**src/rtl/seg7_serial_scan_if.sv**
```systemverilog
// Display-side bundle for seg7_serial_scan: scan control and segment data in,
// 595-style serial bus and digit enables out.
// Optional: SEG7_BRIGHTNESS_EN adds the 4-bit bright input.
interface seg7_serial_scan_if #(
  parameter int DIGITS   = 2,
  parameter int SEG_BITS = 8
);
  logic                       run;
  logic [DIGITS*SEG_BITS-1:0] seg_data;
`ifdef SEG7_BRIGHTNESS_EN
  logic [3:0]                 bright;
`endif
  logic                       seg_si;
  logic                       seg_sck;
  logic                       seg_rck;
  logic [DIGITS-1:0]          seg_en;
  logic                       frame_done;

`ifdef SEG7_BRIGHTNESS_EN
  // scanner side
  modport master (input run, seg_data, bright,
                  output seg_si, seg_sck, seg_rck, seg_en, frame_done);
  // controller / display side
  modport slave  (output run, seg_data, bright,
                  input seg_si, seg_sck, seg_rck, seg_en, frame_done);
`else
  // scanner side
  modport master (input run, seg_data,
                  output seg_si, seg_sck, seg_rck, seg_en, frame_done);
  // controller / display side
  modport slave  (output run, seg_data,
                  input seg_si, seg_sck, seg_rck, seg_en, frame_done);
`endif
endinterface

```
**src/rtl/seg7_serial_scan.sv**
```systemverilog
// Multiplexed 7-segment scanner for a 595-type shift-register display path.
// Each digit: BLANK (all dark) -> SHIFT (MSB first on si/sck) -> LATCH (rck)
// -> HOLD (digit enable lit) -> next digit, round-robin.
// Optional: SEG7_BRIGHTNESS_EN gates the enable inside HOLD by a 4-bit duty.
module seg7_serial_scan #(
  parameter int DIGITS    = 2,
  parameter int SEG_BITS  = 8,
  parameter int CLK_DIV   = 4,
  parameter int BLANK_CYC = 16,
  parameter int HOLD_CYC  = 50000
) (
  input  logic                 clock,
  input  logic                 reset_n,
  seg7_serial_scan_if.master   bus
);

  localparam int BW = (BLANK_CYC > 1) ? $clog2(BLANK_CYC) : 1;
  localparam int DW = (CLK_DIV   > 1) ? $clog2(CLK_DIV)   : 1;
  localparam int NW = (SEG_BITS  > 1) ? $clog2(SEG_BITS)  : 1;
  localparam int HW = (HOLD_CYC  > 1) ? $clog2(HOLD_CYC)  : 1;
  localparam int GW = (DIGITS    > 1) ? $clog2(DIGITS)    : 1;

  localparam logic [BW-1:0] BLANK_LAST = BW'(BLANK_CYC - 1);
  localparam logic [DW-1:0] DIV_LAST   = DW'(CLK_DIV - 1);
  localparam logic [NW-1:0] BIT_LAST   = NW'(SEG_BITS - 1);
  localparam logic [HW-1:0] HOLD_LAST  = HW'(HOLD_CYC - 1);
  localparam logic [GW-1:0] DIGIT_LAST = GW'(DIGITS - 1);

  typedef enum logic [1:0] {
    ST_BLANK,
    ST_SHIFT,
    ST_LATCH,
    ST_HOLD
  } state_t;

  state_t              state,     state_nx;
  logic [GW-1:0]       digit,     digit_nx;
  logic [BW-1:0]       blank_cnt, blank_nx;
  logic [DW-1:0]       div_cnt,   div_nx;
  logic [NW-1:0]       bit_cnt,   bit_nx;
  logic                phase,     phase_nx;   // current sck level during SHIFT
  logic [SEG_BITS-1:0] shreg,     shreg_nx;
  logic [HW-1:0]       hold_cnt,  hold_nx;

`ifdef SEG7_BRIGHTNESS_EN
  // Number of lit HOLD cycles, fixed for the whole HOLD once sampled.
  localparam int LW = HW + 1;
  logic [LW-1:0]       hold_lim,  hold_lim_nx;
`endif

  // Output flops; loaded from the next-state view so they line up with state.
  logic                si_q,   si_nx;
  logic                sck_q,  sck_nx;
  logic                rck_q,  rck_nx;
  logic [DIGITS-1:0]   en_q,   en_nx;
  logic                fd_q,   fd_nx;

  // State, counters and shift register.
  always_ff @(posedge clock or negedge reset_n) begin
    if (!reset_n) begin
      state     <= ST_BLANK;
      digit     <= '0;
      blank_cnt <= '0;
      div_cnt   <= '0;
      bit_cnt   <= '0;
      phase     <= 1'b0;
      shreg     <= '0;
      hold_cnt  <= '0;
`ifdef SEG7_BRIGHTNESS_EN
      hold_lim  <= '0;
`endif
    end else begin
      state     <= state_nx;
      digit     <= digit_nx;
      blank_cnt <= blank_nx;
      div_cnt   <= div_nx;
      bit_cnt   <= bit_nx;
      phase     <= phase_nx;
      shreg     <= shreg_nx;
      hold_cnt  <= hold_nx;
`ifdef SEG7_BRIGHTNESS_EN
      hold_lim  <= hold_lim_nx;
`endif
    end
  end

  // Next-state, counter sequencing and next output values.
  always_comb begin
    state_nx = state;
    digit_nx = digit;
    blank_nx = blank_cnt;
    div_nx   = div_cnt;
    bit_nx   = bit_cnt;
    phase_nx = phase;
    shreg_nx = shreg;
    hold_nx  = hold_cnt;
`ifdef SEG7_BRIGHTNESS_EN
    hold_lim_nx = hold_lim;
`endif

    case (state)
      ST_BLANK: begin
        if (blank_cnt == BLANK_LAST) begin
          // With run low the blank window simply repeats, keeping the digit.
          blank_nx = '0;
          if (bus.run) begin
            // Snapshot here so later seg_data edits cannot tear this digit.
            shreg_nx = bus.seg_data[int'(digit)*SEG_BITS +: SEG_BITS];
            div_nx   = '0;
            bit_nx   = '0;
            phase_nx = 1'b0;
            state_nx = ST_SHIFT;
          end
        end else begin
          blank_nx = blank_cnt + 1'b1;
        end
      end

      ST_SHIFT: begin
        if (div_cnt == DIV_LAST) begin
          div_nx = '0;
          if (!phase) begin
            phase_nx = 1'b1;
          end else begin
            // Falling sck: next bit is presented while sck is low.
            phase_nx = 1'b0;
            shreg_nx = shreg << 1;
            if (bit_cnt == BIT_LAST) begin
              state_nx = ST_LATCH;
            end else begin
              bit_nx = bit_cnt + 1'b1;
            end
          end
        end else begin
          div_nx = div_cnt + 1'b1;
        end
      end

      ST_LATCH: begin
        if (div_cnt == DIV_LAST) begin
          div_nx   = '0;
          hold_nx  = '0;
          state_nx = ST_HOLD;
`ifdef SEG7_BRIGHTNESS_EN
          hold_lim_nx = LW'(((int'(bus.bright) + 1) * HOLD_CYC) / 16);
`endif
        end else begin
          div_nx = div_cnt + 1'b1;
        end
      end

      ST_HOLD: begin
        if (hold_cnt == HOLD_LAST) begin
          hold_nx  = '0;
          blank_nx = '0;
          digit_nx = (digit == DIGIT_LAST) ? '0 : digit + 1'b1;
          state_nx = ST_BLANK;
        end else begin
          hold_nx = hold_cnt + 1'b1;
        end
      end

      default: begin
        state_nx = ST_BLANK;
        digit_nx = '0;
        blank_nx = '0;
      end
    endcase

    // Outputs as they must appear while the machine sits in state_nx.
    si_nx  = (state_nx == ST_SHIFT) ? shreg_nx[SEG_BITS-1] : 1'b0;
    sck_nx = (state_nx == ST_SHIFT) && phase_nx;
    rck_nx = (state_nx == ST_LATCH);
    en_nx  = '0;
`ifdef SEG7_BRIGHTNESS_EN
    if ((state_nx == ST_HOLD) && ({1'b0, hold_nx} < hold_lim_nx))
      en_nx = DIGITS'(1) << digit_nx;
`else
    if (state_nx == ST_HOLD)
      en_nx = DIGITS'(1) << digit_nx;
`endif
    // Pulse during the final HOLD cycle of the last digit.
    fd_nx = (state_nx == ST_HOLD) && (hold_nx == HOLD_LAST) &&
            (digit_nx == DIGIT_LAST);
  end

  // Registered outputs; reset clears them immediately.
  always_ff @(posedge clock or negedge reset_n) begin
    if (!reset_n) begin
      si_q  <= 1'b0;
      sck_q <= 1'b0;
      rck_q <= 1'b0;
      en_q  <= '0;
      fd_q  <= 1'b0;
    end else begin
      si_q  <= si_nx;
      sck_q <= sck_nx;
      rck_q <= rck_nx;
      en_q  <= en_nx;
      fd_q  <= fd_nx;
    end
  end

  assign bus.seg_si     = si_q;
  assign bus.seg_sck    = sck_q;
  assign bus.seg_rck    = rck_q;
  assign bus.seg_en     = en_q;
  assign bus.frame_done = fd_q;

endmodule

```
**src/flat_wrapper.sv**
```systemverilog
// flat-port wrapper written by rule: the top's interface ports become plain ports
module seg7_serial_scan_flat 
#(
  parameter int DIGITS    = 2,
  parameter int SEG_BITS  = 8,
  parameter int CLK_DIV   = 4,
  parameter int BLANK_CYC = 16,
  parameter int HOLD_CYC  = 50000
)
  (clock, reset_n, bus_run, bus_seg_data, bus_seg_si, bus_seg_sck, bus_seg_rck, bus_seg_en, bus_frame_done);
  seg7_serial_scan_if #(.DIGITS(DIGITS), .SEG_BITS(SEG_BITS)) bus_i ();
  input  logic clock;
  input  logic reset_n;
  input wire logic [$bits(bus_i.run)-1:0] bus_run;
  input wire logic [$bits(bus_i.seg_data)-1:0] bus_seg_data;
  output wire logic [$bits(bus_i.seg_si)-1:0] bus_seg_si;
  output wire logic [$bits(bus_i.seg_sck)-1:0] bus_seg_sck;
  output wire logic [$bits(bus_i.seg_rck)-1:0] bus_seg_rck;
  output wire logic [$bits(bus_i.seg_en)-1:0] bus_seg_en;
  output wire logic [$bits(bus_i.frame_done)-1:0] bus_frame_done;
  assign bus_i.run = bus_run;
  assign bus_i.seg_data = bus_seg_data;
  assign bus_seg_si = bus_i.seg_si;
  assign bus_seg_sck = bus_i.seg_sck;
  assign bus_seg_rck = bus_i.seg_rck;
  assign bus_seg_en = bus_i.seg_en;
  assign bus_frame_done = bus_i.frame_done;
  seg7_serial_scan #(.DIGITS(DIGITS), .SEG_BITS(SEG_BITS), .CLK_DIV(CLK_DIV), .BLANK_CYC(BLANK_CYC), .HOLD_CYC(HOLD_CYC)) u_core (.clock(clock), .reset_n(reset_n), .bus(bus_i));
endmodule
```
**config.mk**
```make
export PLATFORM = sky130hd
export DESIGN_NAME = seg7_serial_scan_flat
export DESIGN_NICKNAME = d
export VERILOG_FILES = /design/src/rtl/seg7_serial_scan_if.sv /design/src/rtl/seg7_serial_scan.sv /design/src/flat_wrapper.sv
export SDC_FILE = /design/constraint.sdc
export NUM_CORES = 1
export LEC_CHECK = 0
export CAP_MARGIN = 30
export CORE_MARGIN = 1.5
export CORE_UTILIZATION = 45
export CTS_BUF_LIST = sky130_fd_sc_hd__clkbuf_16
export DETAILED_ROUTE_END_ITERATION = 8
export PLACE_DENSITY_LB_ADDON = 0.15
export SLEW_MARGIN = 25
export SYNTH_ARGS = -nofsm -noshare
export SYNTH_HDL_FRONTEND = slang
export SYNTH_SLANG_ARGS = --single-unit
```
**constraint.sdc**
```tcl
create_clock -name clock -period 8.25 [get_ports clock]
set_input_delay 1.65 -clock clock [delete_from_list [all_inputs] [get_ports clock]]
set_output_delay 1.65 -clock clock [all_outputs]
set_load 0.1 [all_outputs]
```
==> impl_metrics.ini, run 1 <==
[outcome]
status = finished clean

[final_layout]
layout.nets = 315
layout-drive-gt1-share = 0.06969
diodes = 0
syn2layout_area_growth_pct = 15.35

[worst_setup_path]
critPathKind = register to output port
r2r_start = u_core.hold_cnt[10]
regToRegSetupSlack_ns = 5.06
slowest_stage = clkdlybuf4s50_1
cp_data_arrival_time_ns = 1.80
critPathMaxStageDelay_ns = 1.17
path_buf_inv = 1
cp-start-kind = register
crit_chain = clkdlybuf4s50_1
worst_setup_path_end_kind = output port
crit_family = buffers and inverters
path_max_fanout = 1
crit_required_ns = 6.60
r2r_cells = 6
r2r-end = u_core.bus.frame_done

[pwr]
seq_power_share = 0.513
power.density_nw_per_um2 = 142.5
cellLeakagePower_uw = 0.001231
clockPowerShare = 0.454
intPower_uw = 327.7
switching_power_uw = 83.75
comb_power_share = 0.033
switching_share = 0.2036
ir_worst_vdd_v = 0.00008071

[global_routing]
grt_max_degree = 44
grt_busiest_layer = met2
grt_util_met1 = 0.2956
grtUsageTotal = 0.2064
grt_pass1_vias = 2054
met2_usage = 0.3105
grt_overflow_total = 0
antenna_found_initial = 0
grt_pass1_wl_um = 9708
grt_use_met3 = 0.05294

[timing]
fin_hold_ws_ns = 0.4780
max_freq_ghz = 0.2898
fin_crit_sh = 0.4182
rsz0062_at_grt = no
setup_viol = 0
hold_viol_final = 0
worst_pin_slew_ns = 1.022
tns_ns = 0
final.min_clock_period_ns = 3.451
clock_skew_ns = 0.005518
drv_slew = 0
maxSlewHeadroom = 0.3166

[clock_network]
cts.clk_slew.worst_paths_ns = 0.06
cts_made_buffers = 5
cts_resized = 0
htree_levels = 2
cts.sinks = 43
hold_buffers = 0
cts_tree = done
cts-root-buf = clkbuf_16
clk-insertion-delay-late_ns = 0.29
clockBufferDepth = 2
cts_setup_buffers = 0

[synth]
synth-compound-area-share = 0.1960
yosysTopAreaCellShare = 0.4300
yosys_warnings = 0
ys_async_sr_fraction = 1.000
synth_enable_flop_cells = 0
synthesis.area_sq_um = 2502
synthAdderAreaFrac = 0.04500
synth_area_leaders = dfrtp_1, nand2_1, o21ai_0, ha_1, mux2i_1
synth_nets = 295
yosys.area.top_type = dfrtp_1
ys_ff_latch = 43
synth_xor_xnor_area_share = 0.01400
synth_cell_type_count = 52
syn_inst = 267
synth_top_family_by_area = simple AND/OR/NAND/NOR gates
synthMuxAreaShare = 0.04500
ys_seq_area_frac = 0.4300
synth_flop_cell = dfrtp_1
syn_area_per_cell_sq_um = 9.372
synth_simple_gate_area_frac = 0.2205

[floorplan]
die_y_um = 77.57
dieArea_sq_um = 6017
fp-row-count = 26
start_util = 0.4778
die-width_um = 77.57
pin_count = 25
core-area_sq_um = 5238

[worst_hold_path]
hold_path_depth = 2
min_path_type = register to register
hold_start = u_core.shreg[0]
whs_endpoint = u_core.shreg[0]

[placement]
place.port_buffers = 24
gp_congestion = 0.8639
dp_hpwl_um = 3944

[routing]
vias_per_cell = 5.812
wl_per_cell_um = 15.41
via_count = 2075
drt-total-wl_um = 5503
dr.first_iter.drc_count = 186
drtAntennaViolNets = 0
drc = 0
firstDrtPassIters = 4

[run]
maxCapViolCount = 0
## Yosys cell counts, types with 2 or more instances
cell / instances
inv_1: 9
nor4_1: 4
clkbuf_1: 7
a22o_1: 6
a21oi_1: 15
nor4b_1: 2
xor2_1: 3
or4b_4: 2
buf_6: 4
nand4b_1: 2
nor2b_1: 3
mux2_2: 2
o21ai_1: 2
mux2i_1: 9
nand3_1: 10
and3_1: 3
nand4_1: 5
ha_1: 9
nor2_1: 17
a31oi_1: 7
o31ai_1: 2
a311oi_1: 2
nor4_2: 2
nand3b_1: 3
nor3_1: 5
dfrtp_1: 43
a21o_1: 4
o21ai_0: 23
nand2_1: 39
## worst max-delay path by stage
stage / from / end / depth (start not counted)
floorplan: bus_run / u_core.bus.frame_done / 6
global placement: bus_run / u_core.bus.frame_done / 7
detailed placement: bus_run / u_core.bus.frame_done / 7
CTS: u_core.bus.frame_done / bus_frame_done / 1
global route: u_core.bus.frame_done / bus_frame_done / 1
finish: u_core.bus.frame_done / bus_frame_done / 1
## registers in the layout (all words and copies together), names as in the netlist
register,flops
u_core.bit_cnt,3
u_core.blank_cnt,4
u_core.bus.frame_done,1
u_core.bus.seg_en,2
u_core.bus.seg_rck,1
u_core.bus.seg_sck,1
u_core.bus.seg_si,1
u_core.digit,1
u_core.div_cnt,2
u_core.hold_cnt,16
u_core.phase,1
u_core.shreg,8
u_core.state,2
## power by group through the flow
stage          clock network (uW)  logic, uW  registers [uW]
5_1_grt                       200       15.2             211
3_3_place_gp                    0       13.8             215
4_1_cts                       192       14.0             211
6_report                      187       13.6             211
3_5_place_dp                    0       14.0             215
2_1_floorplan                   0       1.19             215
## area by class of cell
| class | instances | area [sq um] |
|---|---|---|
| clock buffers | 5 | 125.1 |
| clock inverters | 2 | 8.758 |
| fillers | 470 | 2351 |
| inverters | 9 | 33.78 |
| multi-input cells | 202 | 1303 |
| flip-flops and latches | 43 | 1076 |
| well taps | 70 | 87.58 |
| repair buffers | 26 | 252.7 |
## cells by family (layout without fill, tap and decap cells)
family	count (synthesis)	in the layout
simple gates	104	104
compound gates	74	74
flops	43	43
buf+inv	22	42
mux	11	11
fa+ha+maj	9	9
xor+xnor	4	4
## per-layer routing
metal / part of all wire / up-vias
met4: 0.0098 / 0
met1: 0.50 / 991
met3: 0.047 / 5
met2: 0.44 / 50
li1: - / 1029
met5: 0 / -
## through the flow
stage / utilization / cell area [sq um] / setup slack, ns / power [uW] / instances
floorplan: - / 2502 / 5.560 / 216.0 / 267
global placement: 0.5251 / 2750 / 4.917 / 228.6 / 350
detailed placement: 0.5251 / 2750 / 4.818 / 228.8 / 350
CTS: 0.5506 / 2884 / 4.785 / 416.9 / 357
global route: 0.5511 / 2887 / 4.757 / 425.5 / 357
finish: 0.5511 / 2887 / 4.799 / 411.4 / 357
## layout by cell type, fill, tap and decap left out, types with 7 or more instances in the layout
cell type / Yosys / layout
nor2_1: 17 / 17
dfrtp_1: 43 / 43
a21oi_1: 15 / 15
mux2i_1: 9 / 9
o21ai_0: 23 / 23
nand3_1: 10 / 10
clkdlybuf4s50_1: 0 / 23
nand2_1: 39 / 39
ha_1: 9 / 9
inv_1: 9 / 9
a31oi_1: 7 / 7
(Power assumes the default switching activity.)
==> run 2: changes to the inputs <==
clock period = 3.05 ns   (was 8.25 ns; I/O delays follow)
==> run 2 against run 1 <==
First-iteration DRC count rose by 34%. Global-route usage increased by 0.86 points. Non-clock buffer count increased by 11. Routed wire length up 7.5%. Sequential share of layout area fell by 1.4 points. Clock power grew to 3.3 times the previous value. Register-to-register slack worse by 4.8 ns. Worst setup slack lost 4.5 ns. Worst hold slack got worse by 0.19 ns. Clock skew up 0.0012 ns. Largest cell class unchanged.
==> impl_metrics.ini, run 2 (synthesized netlist as in run 1, its figures left out) <==
[routing]
drc = 0
vias_per_cell = 5.802
dr.first_iter.drc_count = 250
wl_per_cell_um = 16.02
drtAntennaViolNets = 0
drt-total-wl_um = 5913
firstDrtPassIters = 4
via_count = 2141

[timing]
worst_pin_slew_ns = 0.5728
maxSlewHeadroom = 0.6132
fin_crit_sh = 0.9058
max_freq_ghz = 0.3620
final.setup.worst_slack_ns = 0.2875
rsz0062_at_grt = no
hold_viol_final = 0
setup_viol = 0
drv_slew = 0
final.min_clock_period_ns = 2.763
tns_ns = 0
clock_skew_ns = 0.006735

[clock_network]
cts_made_buffers = 5
hold_buffers = 0
cts.sinks = 43
cts_tree = done
clockBufferDepth = 2
htree_levels = 2
clk-insertion-delay-late_ns = 0.29
cts.clk_slew.worst_paths_ns = 0.06
cts_setup_buffers = 0
cts-root-buf = clkbuf_16
cts_resized = 0

[final_layout]
diodes = 0
layout.nets = 326
largestRegisters = u_core.hold_cnt: 16 flops, u_core.shreg: 8 flops, u_core.blank_cnt: 4 flops
fin_area_sq_um = 3002
regMostFlops = u_core.hold_cnt
largest_reg_flops = 16
final_common_cell = dfrtp_1
fin_util = 0.5731
layout-drive-gt1-share = 0.1271
syn2layout_area_growth_pct = 19.95
final_cell_mix = dfrtp_1, nand2_1, o21ai_0

[pwr]
power.density_nw_per_um2 = 406.3
cellLeakagePower_uw = 0.001318
ir_worst_vdd_v = 0.0003514

[placement]
place.port_buffers = 24
dp_slack_ns = 0.3375
dp_hpwl_um = 4285
placed_area_sq_um = 2838
gp_congestion = 0.8723

[run]
maxCapViolCount = 0

[floorplan]
die-width_um = 77.57
die_y_um = 77.57
fp-row-count = 26
start_util = 0.4778
core-area_sq_um = 5238
dieArea_sq_um = 6017
pin_count = 25

[worst_setup_path]
worst_setup_path_end_kind = register
regToRegSetupSlack_ns = 0.29
cp_data_arrival_time_ns = 2.96
crit_required_ns = 3.25
path_max_fanout = 8
r2r_start = u_core.hold_cnt[10]
critPathLaunch = u_core.hold_cnt[10]
critPathKind = register to register
cp-start-kind = register
cp-endpoint = u_core.bus.frame_done
r2r-end = u_core.bus.frame_done
r2r_cells = 6

[global_routing]
grt_overflow_total = 0
grt_max_degree = 24
antenna_found_initial = 0
grt_pass1_wl_um = 10060
grt_pass1_vias = 2052
grtUsageTotal = 0.2149

[worst_hold_path]
min_path_type = input pin to asynchronous set/reset pin

[outcome]
status = finished clean
[run 2: power breakdown]
group	switching [uW]	leakage, uW	internal (uW)
Sequential	0	0.000566	570
Clock	226	0.0000812	382
Combinational	15.9	0.000671	24.8
Total	242	0.00132	977
[run 2: worst min path at each step]
stage	to	depth (start not counted)
final	u_core.shreg[2]	1
after global routing	u_core.shreg[2]	1
after CTS	u_core.shreg[2]	1
after detailed placement	u_core.shreg[0]	2
after global placement	u_core.shreg[0]	2
after floorplan	u_core.bit_cnt[0]	0
[run 2: worst max-delay path: stages (launching register included)]
cell     delay, ns
dfrtp_1       0.46
or4b_4        0.61
o41ai_4       0.41
o21ai_0       0.16
a22o_1        0.28
or4b_1        0.55
nor4_2        0.21
[run 2: through the flow]
step	cells	hold slack, ns	total power (uW)
2_1_floorplan	267	0.3144	584.3
3_3_place_gp	360	0.4645	618.0
3_5_place_dp	361	0.4694	622.8
4_1_cts	369	0.3127	1233
5_1_grt	369	0.3394	1256
6_report	369	0.2915	1219
[run 2: area by class of cell]
type	instances	area, sq um
inverters	9	33.78
well taps	70	87.58
clock buffers	5	125.1
fillers	454	2236
clock inverters	3	38.79
repair buffers	37	337.8
flip-flops and latches	43	1076
multi-input cells	202	1303
[run 2: routing by layer]
metal	global-route usage	part of all wire	wire length [um]	vias to the layer above
met1	0.3063	0.49	2885	1004
met2	0.3149	0.43	2537	72
met3	0.04706	0.062	369	10
met5	0	0	0	-
met4	0.08727	0.020	121	0
li1	-	-	-	1055
==> edit (config.mk and constraints of run 1) <==
`SEG_BITS` is set to 8 in 3 places; all go to 16.
--- a/src/rtl/seg7_serial_scan_if.sv
+++ b/src/rtl/seg7_serial_scan_if.sv
@@ -5,3 +5,3 @@
   parameter int DIGITS   = 2,
-  parameter int SEG_BITS = 8
+  parameter int SEG_BITS = 16
 );
--- a/src/rtl/seg7_serial_scan.sv
+++ b/src/rtl/seg7_serial_scan.sv
@@ -6,3 +6,3 @@
   parameter int DIGITS    = 2,
-  parameter int SEG_BITS  = 8,
+  parameter int SEG_BITS  = 16,
   parameter int CLK_DIV   = 4,
--- a/src/flat_wrapper.sv
+++ b/src/flat_wrapper.sv
@@ -4,3 +4,3 @@
   parameter int DIGITS    = 2,
-  parameter int SEG_BITS  = 8,
+  parameter int SEG_BITS  = 16,
   parameter int CLK_DIV   = 4,
Ports: changed (resized bus_seg_data); port bits go from 25 to 41. The function was not compared with the original's and may differ.
==> edit against run 1 <==
  * Wire length grew 24%
  * Cell area grew 26%
  * Setup slack lost 0.082 ns
  * Synthesized area grew 24%
  * Critical path depth grew 5
  * Sequential cell count grew 9
  * Fmax shrank 2.3%
  * Via count grew 27%
  * Power grew 23%
  * Sequential share of layout area shrank 1.5 points
  * Combinational power grew 71%
  * Critical endpoint is now u_core.bus.frame_done$_DFF_PN0_
  * Largest cell class unchanged
  * Highest routed layer unchanged
==> edit: results (changes against run 1) <==
metric,value,unit,change
outcome,"finished, final reports clean",,
peak fanout along the critical path,17,,+16
Synth top cells by count,"dfrtp_1, nor2_1, a21oi_1",,
placed cell count,447,,+28%
Syn Area/Cell,8.94,µm²,-4.7%
Synth area leaders,"dfrtp_1, mux2i_1, a21oi_1",,
worst vdd ir,0.111,mV,+37%
max_slew headroom,34.8,%,+3.2 points
Final GP Congestion,0.898,,+3.9%
Fillers,620,,+32%
net count reported at finish,417,,+32%
cell area after placement,3480,µm²,+26%
hpwl dp,4630,µm,+17%
Pleak,1.46,nW,+19%
Cell Pwr Density,139,nW/µm²,-2.5%
complex-gate fraction of the synthesized area,18.1,%,-1.5 points
vias per cell,5.83,,+0.38%
share of the synthesized area in the top cell type,42.0,%,-1.0 points
Adder-Cell Fraction of Synth Area,3.23,%,-1.3 points
layout cell share with drive strength beyond 1,5.63,%,-1.3 points
XOR/XNOR Fraction of Synth Area,1.69,%,+0.29 points
wire length per cell,15.1,µm,-1.9%
pin count of the biggest net entering global routing,53,,+20%
Tot GR Track Use,19.7,%,-0.96 points
CP Data Arrival Time,3.76,ns,+1.96 ns
PortBufs,40,,+67%
Regs by FF count,"u_core.hold_cnt x16, u_core.shreg x16",,
CTS Hold Bufs,0,,unchanged
DR iter-0 viols,175,,-5.9%
multiplexer share of the synthesized area,7.51,%,+3.0 points
sequential fraction of the synthesis area,42.0,%,-1.0 points
number of global-route vias before repair,2398,,+17%
library cells used by synthesis,53,,+1.9%
Setup Skew,0.00516,ns,-0.000358 ns
edit: power breakdown:
part	internal [W]	switching (W)	total, W
sequential	0.000255	0	0.000255
combinational	0.0000154	0.00000780	0.0000232
clock	0.000140	0.0000870	0.000227
edit: path summary, 6_finish.rpt:
| kind | to | cells past startpoint | slack, ns | start |
|---|---|---|---|---|
| min reg2reg | u_core.blank_cnt[3]$_DFFE_PN0P_ | 1 | 0.52 | u_core.blank_cnt[3]$_DFFE_PN0P_ |
| min | u_core.blank_cnt[3]$_DFFE_PN0P_ | 1 | 0.52 | u_core.blank_cnt[3]$_DFFE_PN0P_ |
| max in group asynchronous | u_core.shreg[4]$_DFFE_PN0P_ | 2 | 6.34 | reset_n |
| max reg2reg | u_core.bus.frame_done$_DFF_PN0_ | 6 | 5.03 | u_core.hold_cnt[4]$_DFF_PN0_ |
| min in group asynchronous | u_core.blank_cnt[2]$_DFFE_PN0P_ | 2 | 1.47 | reset_n |
| max | u_core.bus.frame_done$_DFF_PN0_ | 6 | 4.72 | bus_run |
edit: critical path, cell delays in order:
cell and delay [ns]:
clkdlybuf4s50_1 0.47, nand4_1 0.25, or2_2 0.53, a32oi_1 0.39
and3_2 0.28, and4_1 0.19
edit: logic make-up after synthesis:
| logic type | after synthesis |
|---|---|
| buffers and inverters | 32 |
| XOR/XNOR | 6 |
| AO/OA/AOI/OAI | 91 |
| adder cells (fa/ha/maj) | 8 |
| multiplexers | 23 |
| AND/OR/NAND/NOR | 135 |
| flip-flops | 52 |
edit: area by class of cell:
type	instances	share of cell area, %
multi-input combinational	263	44.9
inverter	11	1.14
timing repair buffer	41	11.1
clock buffer	5	3.44
clock inverter	1	0.826
tap	80	2.75
sequential	52	35.8
edit: per-layer routing:
layer	part of all wire, %	track usage [%]	up-vias
li1	-	-	1311
met1	48	28.5	1261
met2	47	30.5	66
met3	4.4	3.46	5
met4	0.74	5.13	0
met5	0	0	-
edit: per-stage QoR:
stage          worst slack [ns]  hold WS (ns)
5_1_grt                    4.63         0.537
2_1_floorplan              5.20         0.466
6_report                   4.72         0.520
4_1_cts                    4.55         0.516
3_3_place_gp               4.33         0.493
3_5_place_dp               4.26         0.492
